--- config.mk ---
export PLATFORM = sky130hd
export DESIGN_NAME = servo_pwm_gen
export DESIGN_NICKNAME = d
export VERILOG_FILES = /design/src/rtl/servo_pwm_gen.sv
export SDC_FILE = /design/constraint.sdc
export NUM_CORES = 1
export LEC_CHECK = 0
export BUFFER_PORTS_ARGS = -buffer_cell sky130_fd_sc_hd__buf_2
export CAP_MARGIN = 10
export CORE_MARGIN = 2
export CORE_UTILIZATION = 41
export DETAILED_ROUTE_END_ITERATION = 6
export PLACE_DENSITY = 0.68
export SLEW_MARGIN = 10
export SYNTH_ARGS = -nofsm -noshare
export SYNTH_HDL_FRONTEND = slang
export SYNTH_SLANG_ARGS = --single-unit
--- constraint.sdc ---
create_clock -name in_clk -period 3.7 [get_ports in_clk]
set_input_delay 0 -clock in_clk [delete_from_list [all_inputs] [get_ports in_clk]]
set_output_delay 0 -clock in_clk [all_outputs]
set_load 0.05 [all_outputs]
--- src/rtl/servo_pwm_gen.sv ---
// servo_pwm_gen: servo PWM frame generator driven by a clock-enable tick.
// Produces a high pulse of active_width ticks at the start of every
// FRAME_TICKS-tick frame. Width commands are taken over a valid/ready
// handshake into a shadow register and only applied at frame boundaries,
// so a pulse is never glitched or truncated.
// Optional feature macro: SERVO_PWM_CLAMP_EN saturates accepted widths to
// [MIN_TICKS, MAX_TICKS] before they are stored in the shadow register.
`timescale 1ns/1ps

module servo_pwm_gen #(
  parameter int FRAME_TICKS   = 20000,
  parameter int MIN_TICKS     = 1000,
  parameter int MAX_TICKS     = 2000,
  parameter int DEFAULT_TICKS = 1500,
  parameter int CW            = 16
) (
  input  logic          in_clk,
  input  logic          reset_n,
  input  logic          tick_en,
  input  logic          run,
  input  logic [CW-1:0] cmd_width,
  input  logic          cmd_valid,
  output logic          cmd_ready,
  output logic          pwm_out,
  output logic          frame_start,
  output logic [CW-1:0] active_width
);

  typedef enum logic [0:0] {
    IDLE = 1'b0,
    RUN  = 1'b1
  } state_t;

`ifdef SERVO_PWM_CLAMP_EN
  localparam bit CLAMP = 1'b1;
`else
  localparam bit CLAMP = 1'b0;
`endif

  localparam logic [CW-1:0] FRAME_LAST  = CW'(FRAME_TICKS - 1);
  localparam logic [CW-1:0] MIN_W       = CW'(MIN_TICKS);
  localparam logic [CW-1:0] MAX_W       = CW'(MAX_TICKS);
  localparam logic [CW-1:0] DEFAULT_W   = CW'(DEFAULT_TICKS);

  state_t        state, state_next;
  logic [CW-1:0] frame_cnt, cnt_next;
  logic [CW-1:0] shadow, shadow_next;
  logic [CW-1:0] active_next;
  logic          pending, pending_next;
  logic          accept;
  logic          boundary;
  logic          pwm_next;
  logic [CW-1:0] cmd_stored;

  assign cmd_ready = ~pending;

  // Width as it will be written to the shadow (saturated when clamping is built in)
  always_comb begin
    cmd_stored = cmd_width;
    if (CLAMP) begin
      if (cmd_width < MIN_W) begin
        cmd_stored = MIN_W;
      end else if (cmd_width > MAX_W) begin
        cmd_stored = MAX_W;
      end
    end
  end

  // Next-state logic: frame boundaries, counter advance, shadow/pending handshake
  always_comb begin
    state_next   = state;
    cnt_next     = frame_cnt;
    active_next  = active_width;
    pending_next = pending;
    shadow_next  = shadow;

    accept   = cmd_valid && !pending;
    boundary = tick_en && (((state == IDLE) && run) ||
                           ((state == RUN) && (frame_cnt == FRAME_LAST)));

    if (boundary) begin
      if (pending) begin
        active_next  = shadow;
        pending_next = 1'b0;
      end
      cnt_next   = '0;
      state_next = run ? RUN : IDLE;
    end else if (tick_en && (state == RUN)) begin
      cnt_next = frame_cnt + 1'b1;
    end

    // A command taken on a boundary lands in the shadow only; no bypass
    if (accept) begin
      shadow_next  = cmd_stored;
      pending_next = 1'b1;
    end

    pwm_next = (state_next == RUN) && (cnt_next < active_next);
  end

  // State, counter, width registers and registered outputs
  always_ff @(posedge in_clk or negedge reset_n) begin
    if (!reset_n) begin
      state        <= IDLE;
      frame_cnt    <= '0;
      pending      <= 1'b0;
      shadow       <= DEFAULT_W;
      active_width <= DEFAULT_W;
      pwm_out      <= 1'b0;
      frame_start  <= 1'b0;
    end else begin
      state        <= state_next;
      frame_cnt    <= cnt_next;
      pending      <= pending_next;
      shadow       <= shadow_next;
      active_width <= active_next;
      frame_start  <= boundary && run;
      if (tick_en) begin
        pwm_out <= pwm_next;
      end
    end
  end

endmodule

==> results of run 1 <==
[flip-flops by register name, summed over array words and instances (netlist names)]
register and flops:
active_width 16, frame_cnt 16, frame_start 1, pending 1, pwm_out 1, shadow 16, state 1
[cell families (layout without fill, tap and decap cells)]
kind of cell	after synthesis	count (layout)	synth area share [%]
AND/OR/NAND/NOR	66	66	13.31
flip-flops	52	52	50.09
multiplexers	31	31	12.74
buffers and inverters	26	89	4.372
AO/OA/AOI/OAI	24	24	6.892
adder cells (fa/ha/maj)	16	16	7.604
XOR/XNOR	15	15	4.990
[cell type report]
class / count / share of cell area [%]
Tap cell: 77 / 3.022
Clock buffer: 8 / 2.826
Multi-Input combinational cell: 152 / 37.60
Timing Repair Buffer: 62 / 12.95
Inverter: 19 / 2.237
Sequential cell: 52 / 41.37
[placed cells by master (no fill, tap or decap), drive strengths merged]
cell type,synthesis,final
buf,4,44
dfrtp,38,38
nor2,21,21
nand2,21,21
inv,19,19
dlygate4sd3,0,18
mux2,17,17
ha,16,16
mux2i,14,14
dfstp,14,14
xor2,11,11
clkbuf,3,8
nand3,7,7
a21oi,7,7
o21ai,5,5
nand4,5,5
xnor2,4,4
and3,3,3
o32ai,3,3
and4bb,2,2
and2,2,2
nor2b,2,2
a2111oi,2,2
a31oi,2,2
nor4b,1,1
o22ai,1,1
nor3,1,1
nor4,1,1
a211o,1,1
a41o,1,1
a21o,1,1
o21bai,1,1
[power groups by stage]
stage	Clock [W]	Sequential [W]	Combinational, W
after global routing	0.000362	0.000911	0.000707
after global placement	0	0.000889	0.000613
after floorplan	0	0.000981	0.000371
after CTS	0.000341	0.000882	0.000643
final	0.000327	0.000881	0.000634
after detailed placement	0	0.000891	0.000628
[layer usage]
metal | track usage (%) | up-vias
li1 | - | 909
met1 | 22.07 | 883
met2 | 24.10 | 44
met3 | 3.048 | 5
met4 | 4.839 | 0
met5 | 0 | -
[how the worst min path moves through the flow]
stage | startpoint | end | slack (ps) | cells after the start
2_1_floorplan | reset_n | active_width[0] | -300 | 0
3_3_place_gp | reset_n | active_width[5] | 160 | 2
3_5_place_dp | reset_n | active_width[5] | 160 | 2
4_1_cts | tick_en | frame_cnt[1] | 130 | 4
5_1_grt | tick_en | frame_cnt[1] | 170 | 4
6_report | tick_en | frame_cnt[1] | 140 | 4
[stage by stage]
| step | instance area [sq um] | hold slack [ps] | setup slack [ps] | power [W] |
|---|---|---|---|---|
| after floorplan | 2633 | -295.6 | 800.8 | 0.001352 |
| after global placement | 2918 | 158.6 | 537.8 | 0.001502 |
| after detailed placement | 2918 | 160.3 | 594.1 | 0.001519 |
| after CTS | 3188 | 127.9 | 544.0 | 0.001866 |
| after global routing | 3188 | 165.1 | 242.2 | 0.001981 |
| final | 3188 | 142.6 | 457.8 | 0.001842 |
[worst max-delay path, stage by stage, from the launching register on]
cell and delay, ps:
dfrtp_1 490, ha_1 240, and4bb_2 260, nand4_4 150
o22ai_2 320, buf_4 260, nor2_1 90, ha_1 290
o21ai_0 70, a2111oi_0 740, a31oi_1 170
[what timing repair did]
action	4_1_cts	5_1_grt
hold endpoints to repair	55	0
gates resized for setup	0	0
hold buffers	18	0
==> out/qor.txt, run 1 <==
Synth Warn # = 0
Multi-input logic area = 1199 sq um
R2R cell count = 10
Via count = 1841
Unrepaired setup endpoints after global routing = no
Slew margin rel. = 45.43%
Leading area contributor after synthesis = dfrtp_1
Reg2Reg Setup Slack = 460 ps
Antenna-violating nets left = 0
Fmax = 308.4 MHz
Worst Skew = 8.813 ps
Top-level I/O count = 40
Seq. cell area = 1319 sq um
Post-layout util = 50.79%
Crit Path Max Fanout = 11
Area contributors post-synth = dfrtp_1, dfstp_2, ha_1
Clock sink count = 52
Initial Util = 41.94%
Uppermost layer routed = met4
PD cells = 577.6 nW/um^2
Synthesis-to-finish area growth = 21.10%
Worst setup EP type = register
P_sw = 0.0006622 W
Fin. max-slew vios = 0
CTS Buf Count = 5
Chip height = 84.13 microns
Count leader, synth = dfrtp_1
Filler cells = 594
Maximum VDD drop = 0.2836 mV
H-tree levels = 2
Worst hold path type = in -> reg
Area fraction of the dominant cell type after synthesis = 36.12%
Avg WL per Cell = 13.89 microns
WP data arrival = 3400 ps
Iter 0 DRT Violations = 89
Yosys reg bits = 52
Clock latency on the worst-skew pair = 300 ps
Port Buffer Count = 39
P_leak = 1.556 nW
RR Endpoint = pwm_out
Met3 WL = 246 microns
Setup violators final = 0
Share of cells above drive strength 1 = 30.38%
Global route overflow = 0
Drt pass-1 iters = 4
DPL Wire Length = 3.781 mm
Sequential share of power = 47.8%
Total GRT Usage = 15.52%
Logic pwr share = 34.4%
Post-synth top cells = dfrtp_1, nor2_1, nand2_1
Clk pin slew, worst setup/hold paths = 90 ps
Initial antenna violation count = 0
Full die area = 7078 sq um
Met2 wire len = 2.388 mm
Internal = 0.001179 W
Post-Syn Area = 2633 sq um
Sw frac = 35.96%
Root Driver = clkbuf_8
Dpl cells = 344
Worst setup SP type = register
Total Wirelength = 5.141 mm
Clock power frac = 17.8%
DR vias/cell = 4.976
Syn Nets = 267
Post-CTS Setup Inserts = 0
CP Class = reg -> reg
Vias in the first global route = 1858
Ant. Diodes = 0
Critical Path RT = 3860 ps
First-pass GRT wire length = 8.763 mm
Status = finished clean
Setup TNS = 0 ps
Count of unique library cells instantiated by Yosys = 38
Max Cap Violations = 0
Std cell rows = 29
Final Hold Viols = 0
Worst r2r src = frame_cnt[0]
Syn Area/Cell = 11.45 sq um
Pin count of the biggest net entering global routing = 53
Most used flip-flop cell after synthesis = dfrtp_1
Period utilization = 87.63%
Final min period = 3242 ps
Final GP Congestion = 0.7869
Post-synthesis sequential area ratio = 50.10%
CTS Buffer Depth = 2
Drt drc = 0
Worst Tran Pin Value = 797.9 ps
Mapped Cells = 230
Die Wd = 84.13 microns
Core box area = 6277 sq um
CTS tree = yes
Nets = 329
Crit path launch = frame_cnt[0]
Asr flop ratio synth = 100.0%
Met1 WL = 2.451 mm
Non-filler instance count after layout = 370
CP Capture Point = pwm_out
EDFF count, synth = 0
Note: power is estimated with default switching activity, not from simulation.
==> inputs of run 2 (changes only) <==
Settings changed: ABC_AREA from default to 1.
==> run 2 against run 1 <==
Fmax is 11% higher; critical path type unchanged; combinational power is 85% higher; critical path depth is 11 higher; non-clock buffer count is 2 lower; via count is 14% higher; sequential cell count stayed put; sequential power is 6.0% higher; final cell count is 17% higher; critical endpoint unchanged; core utilization is 0.31 points higher; largest power group is now combinational logic.
==> out/qor.txt, run 2 <==
P_leak = 1.598 nW (+2.7%)
Syn Nets = 330 (+24%)
Initial Util = 42.61% (+0.68 points)
Post-CTS Setup Inserts = 0 (unchanged)
Worst hold path type = in -> reg
Sw frac = 44.52% (+8.6 points)
Internal = 0.001352 W (+15%)
Critical-path cell list = ha_1 -> inv_1 -> nor2_1 -> nand2_1 -> nor2_1 -> nand2_1 -> nand2_2 -> nand2_4 -> nor2_4 -> buf_4 -> nand2_1 -> o21ai_1 -> inv_2 -> ha_1 -> a21oi_1 -> o21ai_0 -> nand3_1 -> a21oi_1 -> nor3b_2 -> nand2_1 -> nand2_1
Final min period = 2925 ps (-317.3 ps)
Crit Path Max Fanout = 19 (+8)
EDFF count, synth = 0 (unchanged)
Vias in the first global route = 2134 (+15%)
Sequential share of power = 38.3% (-9.5 points)
Critical Path RT = 3940 ps (+80 ps)
DR vias/cell = 4.838 (-2.8%)
Overall Power = 0.002438 W (+32%)
First-pass GRT wire length = 9.225 mm (+5.3%)
CTS Buffer Depth = 2 (unchanged)
Top-level I/O count = 40 (unchanged)
Worst r2r src = frame_cnt[1]
Core box area = 6386 sq um (+1.7%)
Asr flop ratio synth = 100.0% (unchanged)
Critical path's largest stage delay = 440 ps (-300 ps)
Final Hold Viols = 0 (unchanged)
Drt drc = 0 (unchanged)
Avg WL per Cell = 12.17 microns (-12%)
H-tree levels = 2 (unchanged)
Setup TNS = 0 ps (unchanged)
Leading area contributor after synthesis = dfrtp_1
Fin. max-slew vios = 0 (unchanged)
Non-filler instance count after layout = 433 (+17%)
Root Driver = clkbuf_8
Pin count of the biggest net entering global routing = 53 (unchanged)
CP Class = reg -> reg
Total Wirelength = 5.268 mm (+2.5%)
Crit path top cell by count = nand2_1
Share of cells above drive strength 1 = 33.15% (+2.8 points)
Status = finished clean
Top flop regs = active_width: 16 flops, frame_cnt: 16 flops, shadow: 16 flops
CTS tree = yes
Iter 0 DRT Violations = 128 (+44%)
Final GP Congestion = 0.7942 (+0.93%)
Hold wc startpoint = tick_en
Unrepaired setup endpoints after global routing = no
Period utilization = 79.05% (-8.6 points)
Reg2Reg Setup Slack = 780 ps (+320 ps)
Worst setup SP type = register
Post-synth top cells = nand2_1, dfrtp_1, inv_1
Nets = 392 (+19%)
Clock latency on the worst-skew pair = 300 ps (about the same)
Worst setup EP type = register
Resized cells post-CTS = 0 (unchanged)
Clock sink count = 52 (unchanged)
Maximum VDD drop = 0.3999 mV (+41%)
Synth Warn # = 0 (unchanged)
Mapped Cells = 293 (+27%)
Syn Area/Cell = 9.288 sq um (-19%)
Count leader, synth = nand2_1
Port Buffer Count = 39 (unchanged)
Worst Skew = 4.882 ps (-3.931 ps)
Hold slack = 44.37 ps (-98.24 ps)
Logic pwr share = 47.8% (+13 points)
Post-synthesis sequential area ratio = 48.46% (-1.6 points)
PD cells = 747.1 nW/um^2 (+29%)
CP max-delay cell = nor2_4
Synthesis-to-finish area growth = 19.91%
Worst Tran Pin Value = 733.6 ps (-64.37 ps)
Yosys reg bits = 52 (unchanged)
DPL Wire Length = 3.962 mm (+4.8%)
Antenna-violating nets left = 0 (unchanged)
Area contributors post-synth = dfrtp_1, dfstp_2, ha_1
Post-layout util = 51.10% (+0.31 points)
Clk pin slew, worst setup/hold paths = 90 ps (about the same)
Commonest non-fill, non-tap cell in the layout = nand2_1
Drt pass-1 iters = 4 (unchanged)
CTS Buf Count = 5 (unchanged)
Most used flip-flop cell after synthesis = dfrtp_1
Slew margin rel. = 50.98% (+5.5 points)
Chip height = 85.47 microns (+1.6%)
Ant. Diodes = 0 (unchanged)
Via count = 2095 (+14%)
P_sw = 0.001085 W (+64%)
Post-Syn Area = 2721 sq um (+3.4%)
Die Wd = 85.47 microns (+1.6%)
Area fraction of the dominant cell type after synthesis = 34.94% (-1.2 points)
Fmax = 341.9 MHz (+11%)
Crit path launch = frame_cnt[1]
Total GRT Usage = 15.74% (+0.22 points)
Initial antenna violation count = 0 (unchanged)
Full die area = 7305 sq um (+3.2%)
Clock power frac = 13.8% (-4.0 points)
Max Cap Violations = 0 (unchanged)
Dpl cells = 407 (+18%)
WP data arrival = 3160 ps (-240 ps)
Most frequent cells in the layout = nand2_1, buf_2, dfrtp_1
Setup violators final = 0 (unchanged)
Count of unique library cells instantiated by Yosys = 36 (-5.3%)
Std cell rows = 29 (unchanged)
Global route overflow = 0 (unchanged)
==> run 2: cell types whose count changed after synthesis, sizes merged, moves of 8 or more <==
cell,previous run,this run
a21oi,7,16
nand2,21,53
nor3,1,9
xor2,11,2
inv,19,53
mux2i,14,1
o21ai,5,21
==> run 2: routing by layer <==
metal / vias up / wire length (microns) / GRT usage [%]
met4: 0 / 104 / 5.339
met5: - / 0 / 0
met2: 31 / 2711 / 27.13
li1: 1071 / - / -
met3: 10 / 149 / 2.724
met1: 983 / 2304 / 19.96
==> run 2: worst paths after layout <==
kind / end / cells after the start
hold reg to reg: active_width[6] / 2
hold / removal: pwm_out / 4
setup reg to reg: pwm_out / 21
max in group asynchronous: frame_cnt[9] / 3
min in group asynchronous: shadow[9] / 3
setup / recovery: pwm_out / 21
==> run 2: cell type report <==
class | instances | area [sq um]
Fill cell | 591 | 3123
Tap cell | 77 | 96.34
Clock buffer | 7 | 86.33
Timing Repair Buffer | 60 | 397.9
Sequential cell | 52 | 1319
Inverter | 55 | 206.4
Multi-Input combinational cell | 181 | 1150
Clock inverter | 1 | 7.507
==> run 2: worst max-delay path, delay by kind of cell, from the launching register on <==
| family | cells | cell delay [ps] |
|---|---|---|
| flops | 1 | 400 |
| simple gates | 12 | 1330 |
| buf+inv | 3 | 320 |
| compound gates | 4 | 430 |
| fa+ha+maj | 2 | 380 |
==> run 2: power groups by stage <==
stage | registers [W] | clock network (W) | logic (W)
final | 0.000934 | 0.000337 | 0.00117
after global routing | 0.000963 | 0.000369 | 0.00129
after CTS | 0.000938 | 0.000350 | 0.00119
after detailed placement | 0.000948 | 0 | 0.00117
after global placement | 0.000943 | 0 | 0.00115
after floorplan | 0.00125 | 0 | 0.000611
==> run 2: metrics by stage <==
step	setup WS, ps	instance area, sq um
2_1_floorplan	1267	2721
3_3_place_gp	920.2	2989
3_5_place_dp	828.2	2989
4_1_cts	749.0	3263
5_1_grt	414.0	3263
6_report	775.1	3263
==> run 2: what timing repair did <==
action	4_1_cts	5_1_grt
endpoints found under the hold margin	55	0
hold buffers	18	0
setup endpoints to repair	0	0
==> run 2: cells by family (layout without fill, tap and decap cells) <==
kind of cell	count (synthesis)	in the layout	synth area share [%]
buffers and inverters	60	123	9.287
adder cells (fa/ha/maj)	16	16	7.356
AO/OA/AOI/OAI	41	41	9.425
flip-flops	52	52	48.46
AND/OR/NAND/NOR	104	104	17.52
multiplexers	17	17	6.988
XOR/XNOR	3	3	0.9657
==> inputs of run 3 (changes only) <==
Clock period 3.7 ns to 2.95 ns, I/O delays scaled along.
==> run 3 against run 2 <==
First-iteration DRC count fell by 51%; sequential power increased by 25%; worst setup slack worse by 480 ps; sequential cell count unchanged; final cell count increased by 2.3%; total power grew 28%; wire length increased by 3.5%; critical path depth decreased by 4; combinational power grew 32%; count of clock-buffer cells in the layout rose by 1; design area up 3.7%; fmax rose by 10%; critical endpoint unchanged; largest cell class unchanged.
==> out/qor.txt, run 3 (synthesis gave the netlist of run 2 again) <==
Nets = 402 (+2.6%)
Root Driver = clkbuf_8
Worst setup EP type = register
Setup ws final = 290.2 ps (-484.9 ps)
Overall Power = 0.003125 W (+28%)
R2R cell count = 17 (-19%)
Top flop regs = active_width: 16 flops, frame_cnt: 16 flops, shadow: 16 flops
Port Buffer Count = 39 (unchanged)
Setup violators final = 0 (unchanged)
Vias in the first global route = 2103 (-1.5%)
Share of cells above drive strength 1 = 36.61% (+3.5 points)
Global route overflow = 0 (unchanged)
Worst Skew = 9.473 ps (+4.591 ps)
P_leak = 1.658 nW (+3.7%)
Die Wd = 85.47 microns (unchanged)
Worst setup SP type = register
DR vias/cell = 4.822 (-0.34%)
Worst setup slack after placement = 80.76 ps (-747.5 ps)
Avg WL per Cell = 12.30 microns (+1.1%)
CTS tree = yes
Unrepaired setup endpoints after global routing = no
Setup TNS = 0 ps (unchanged)
Clk pin slew, worst setup/hold paths = 90 ps (about the same)
Status = finished clean
DPL Wire Length = 4.022 mm (+1.5%)
Total Wirelength = 5.451 mm (+3.5%)
Worst r2r src = frame_cnt[0]
Max Cap Violations = 0 (unchanged)
Pin count of the biggest net entering global routing = 33 (-38%)
Chip height = 85.47 microns (unchanged)
Full die area = 7305 sq um (unchanged)
Worst hold path type = in -> async
Ant. Diodes = 0 (unchanged)
Via count = 2136 (+2.0%)
Most frequent cells in the layout = nand2_1, buf_2, dfrtp_1
Final GP Congestion = 0.7899 (-0.54%)
Worst Tran Pin Value = 751.5 ps (+17.93 ps)
Maximum VDD drop = 0.6051 mV (+51%)
CTS Buffer Depth = 2 (unchanged)
Core box area = 6386 sq um (unchanged)
RR Endpoint = pwm_out
Initial Util = 42.61% (unchanged)
Reg2Reg Setup Slack = 290 ps (-480 ps)
Slew margin rel. = 49.78% (-1.2 points)
CP Class = reg -> reg
Initial antenna violation count = 0 (unchanged)
Clock sink count = 52 (unchanged)
Fin. max-slew vios = 0 (unchanged)
Final min period = 2660 ps (-265.1 ps)
Crit Path Max Fanout = 12 (-7)
H-tree levels = 2 (unchanged)
Drt drc = 0 (unchanged)
Total GRT Usage = 15.67% (-0.065 points)
CTS Buf Count = 5 (unchanged)
Drt pass-1 iters = 4 (unchanged)
Period utilization = 90.16% (+11 points)
PD cells = 923.4 nW/um^2 (+24%)
Filler cells = 580 (-1.9%)
Top-level I/O count = 40 (unchanged)
Std cell rows = 29 (unchanged)
Antenna-violating nets left = 0 (unchanged)
Clock latency on the worst-skew pair = 300 ps (about the same)
Fmax = 376.0 MHz (+10%)
Commonest non-fill, non-tap cell in the layout = nand2_1
Synthesis-to-finish area growth = 24.37%
First-pass GRT wire length = 9.149 mm (-0.82%)
WP data arrival = 2910 ps (-250 ps)
Critical Path RT = 3200 ps (-740 ps)
Iter 0 DRT Violations = 63 (-51%)
Final Hold Viols = 0 (unchanged)
## run 3: stage by stage
| step | utilization (%) | cells | hold WS (ps) | cell area (sq um) |
|---|---|---|---|---|
| 3_3_place_gp | 47.04 | 409 | 90.10 | 3004 |
| 3_5_place_dp | 47.04 | 409 | 90.68 | 3004 |
| 2_1_floorplan | - | 293 | -295.6 | 2721 |
| 6_report | 53.00 | 443 | 268.5 | 3385 |
| 4_1_cts | 51.43 | 436 | 295.9 | 3284 |
| 5_1_grt | 53.00 | 443 | 330.3 | 3385 |
## run 3: worst max path at each step
| stage | start | end | slack [ps] |
|---|---|---|---|
| after floorplan | frame_cnt[0] | pwm_out | 520 |
| after global placement | frame_cnt[0] | pwm_out | 100 |
| after detailed placement | frame_cnt[0] | pwm_out | 80 |
| after CTS | frame_cnt[0] | pwm_out | 50 |
| after global routing | frame_cnt[0] | pwm_out | 20 |
| final | frame_cnt[0] | pwm_out | 290 |
## run 3: cell type report
class	count	area (sq um)	area share, %
multi-input combinational	181	1181	34.90
tap	77	96.34	2.847
sequential	52	1319	38.96
timing repair buffer	70	488.0	14.42
inverter	55	210.2	6.211
clock buffer	8	90.09	2.662
## run 3: routing by layer
layer / global-route usage [%] / wire length (microns) / up-vias
met3: 2.724 / 144 / 6
met1: 20.26 / 2546 / 1021
met2: 27.06 / 2700 / 23
met4: 4.329 / 60 / 0
li1: - / - / 1086
met5: 0 / 0 / -
## run 3: power breakdown
group	internal, W	switching (W)
Combinational	0.000527	0.00101
Sequential	0.00103	0.000137
Clock	0.000192	0.000224
Total	0.00175	0.00137
## run 3: timing repair
item / CTS / global route
gates resized for setup: 0 / 8
hold endpoints to repair: 36 / 0
buffers inserted: 0 / 7
endpoints found under the setup margin: 0 / 1
hold buffers: 19 / 0
## run 3: worst max-delay path, stage by stage (launching register included)
cell and delay [ps]:
dfrtp_1 410, ha_1 220, inv_1 60, nor2_1 30, nand2_1 50, nor2_1 30, nand2_1 60, nand2_2 70
nand2_4 70, buf_4 200, clkinvlp_4 200, nor3_1 330, ha_1 310, a21oi_1 150, a21oi_1 110, nor3b_2 170
nand2_1 70, nand2_1 50
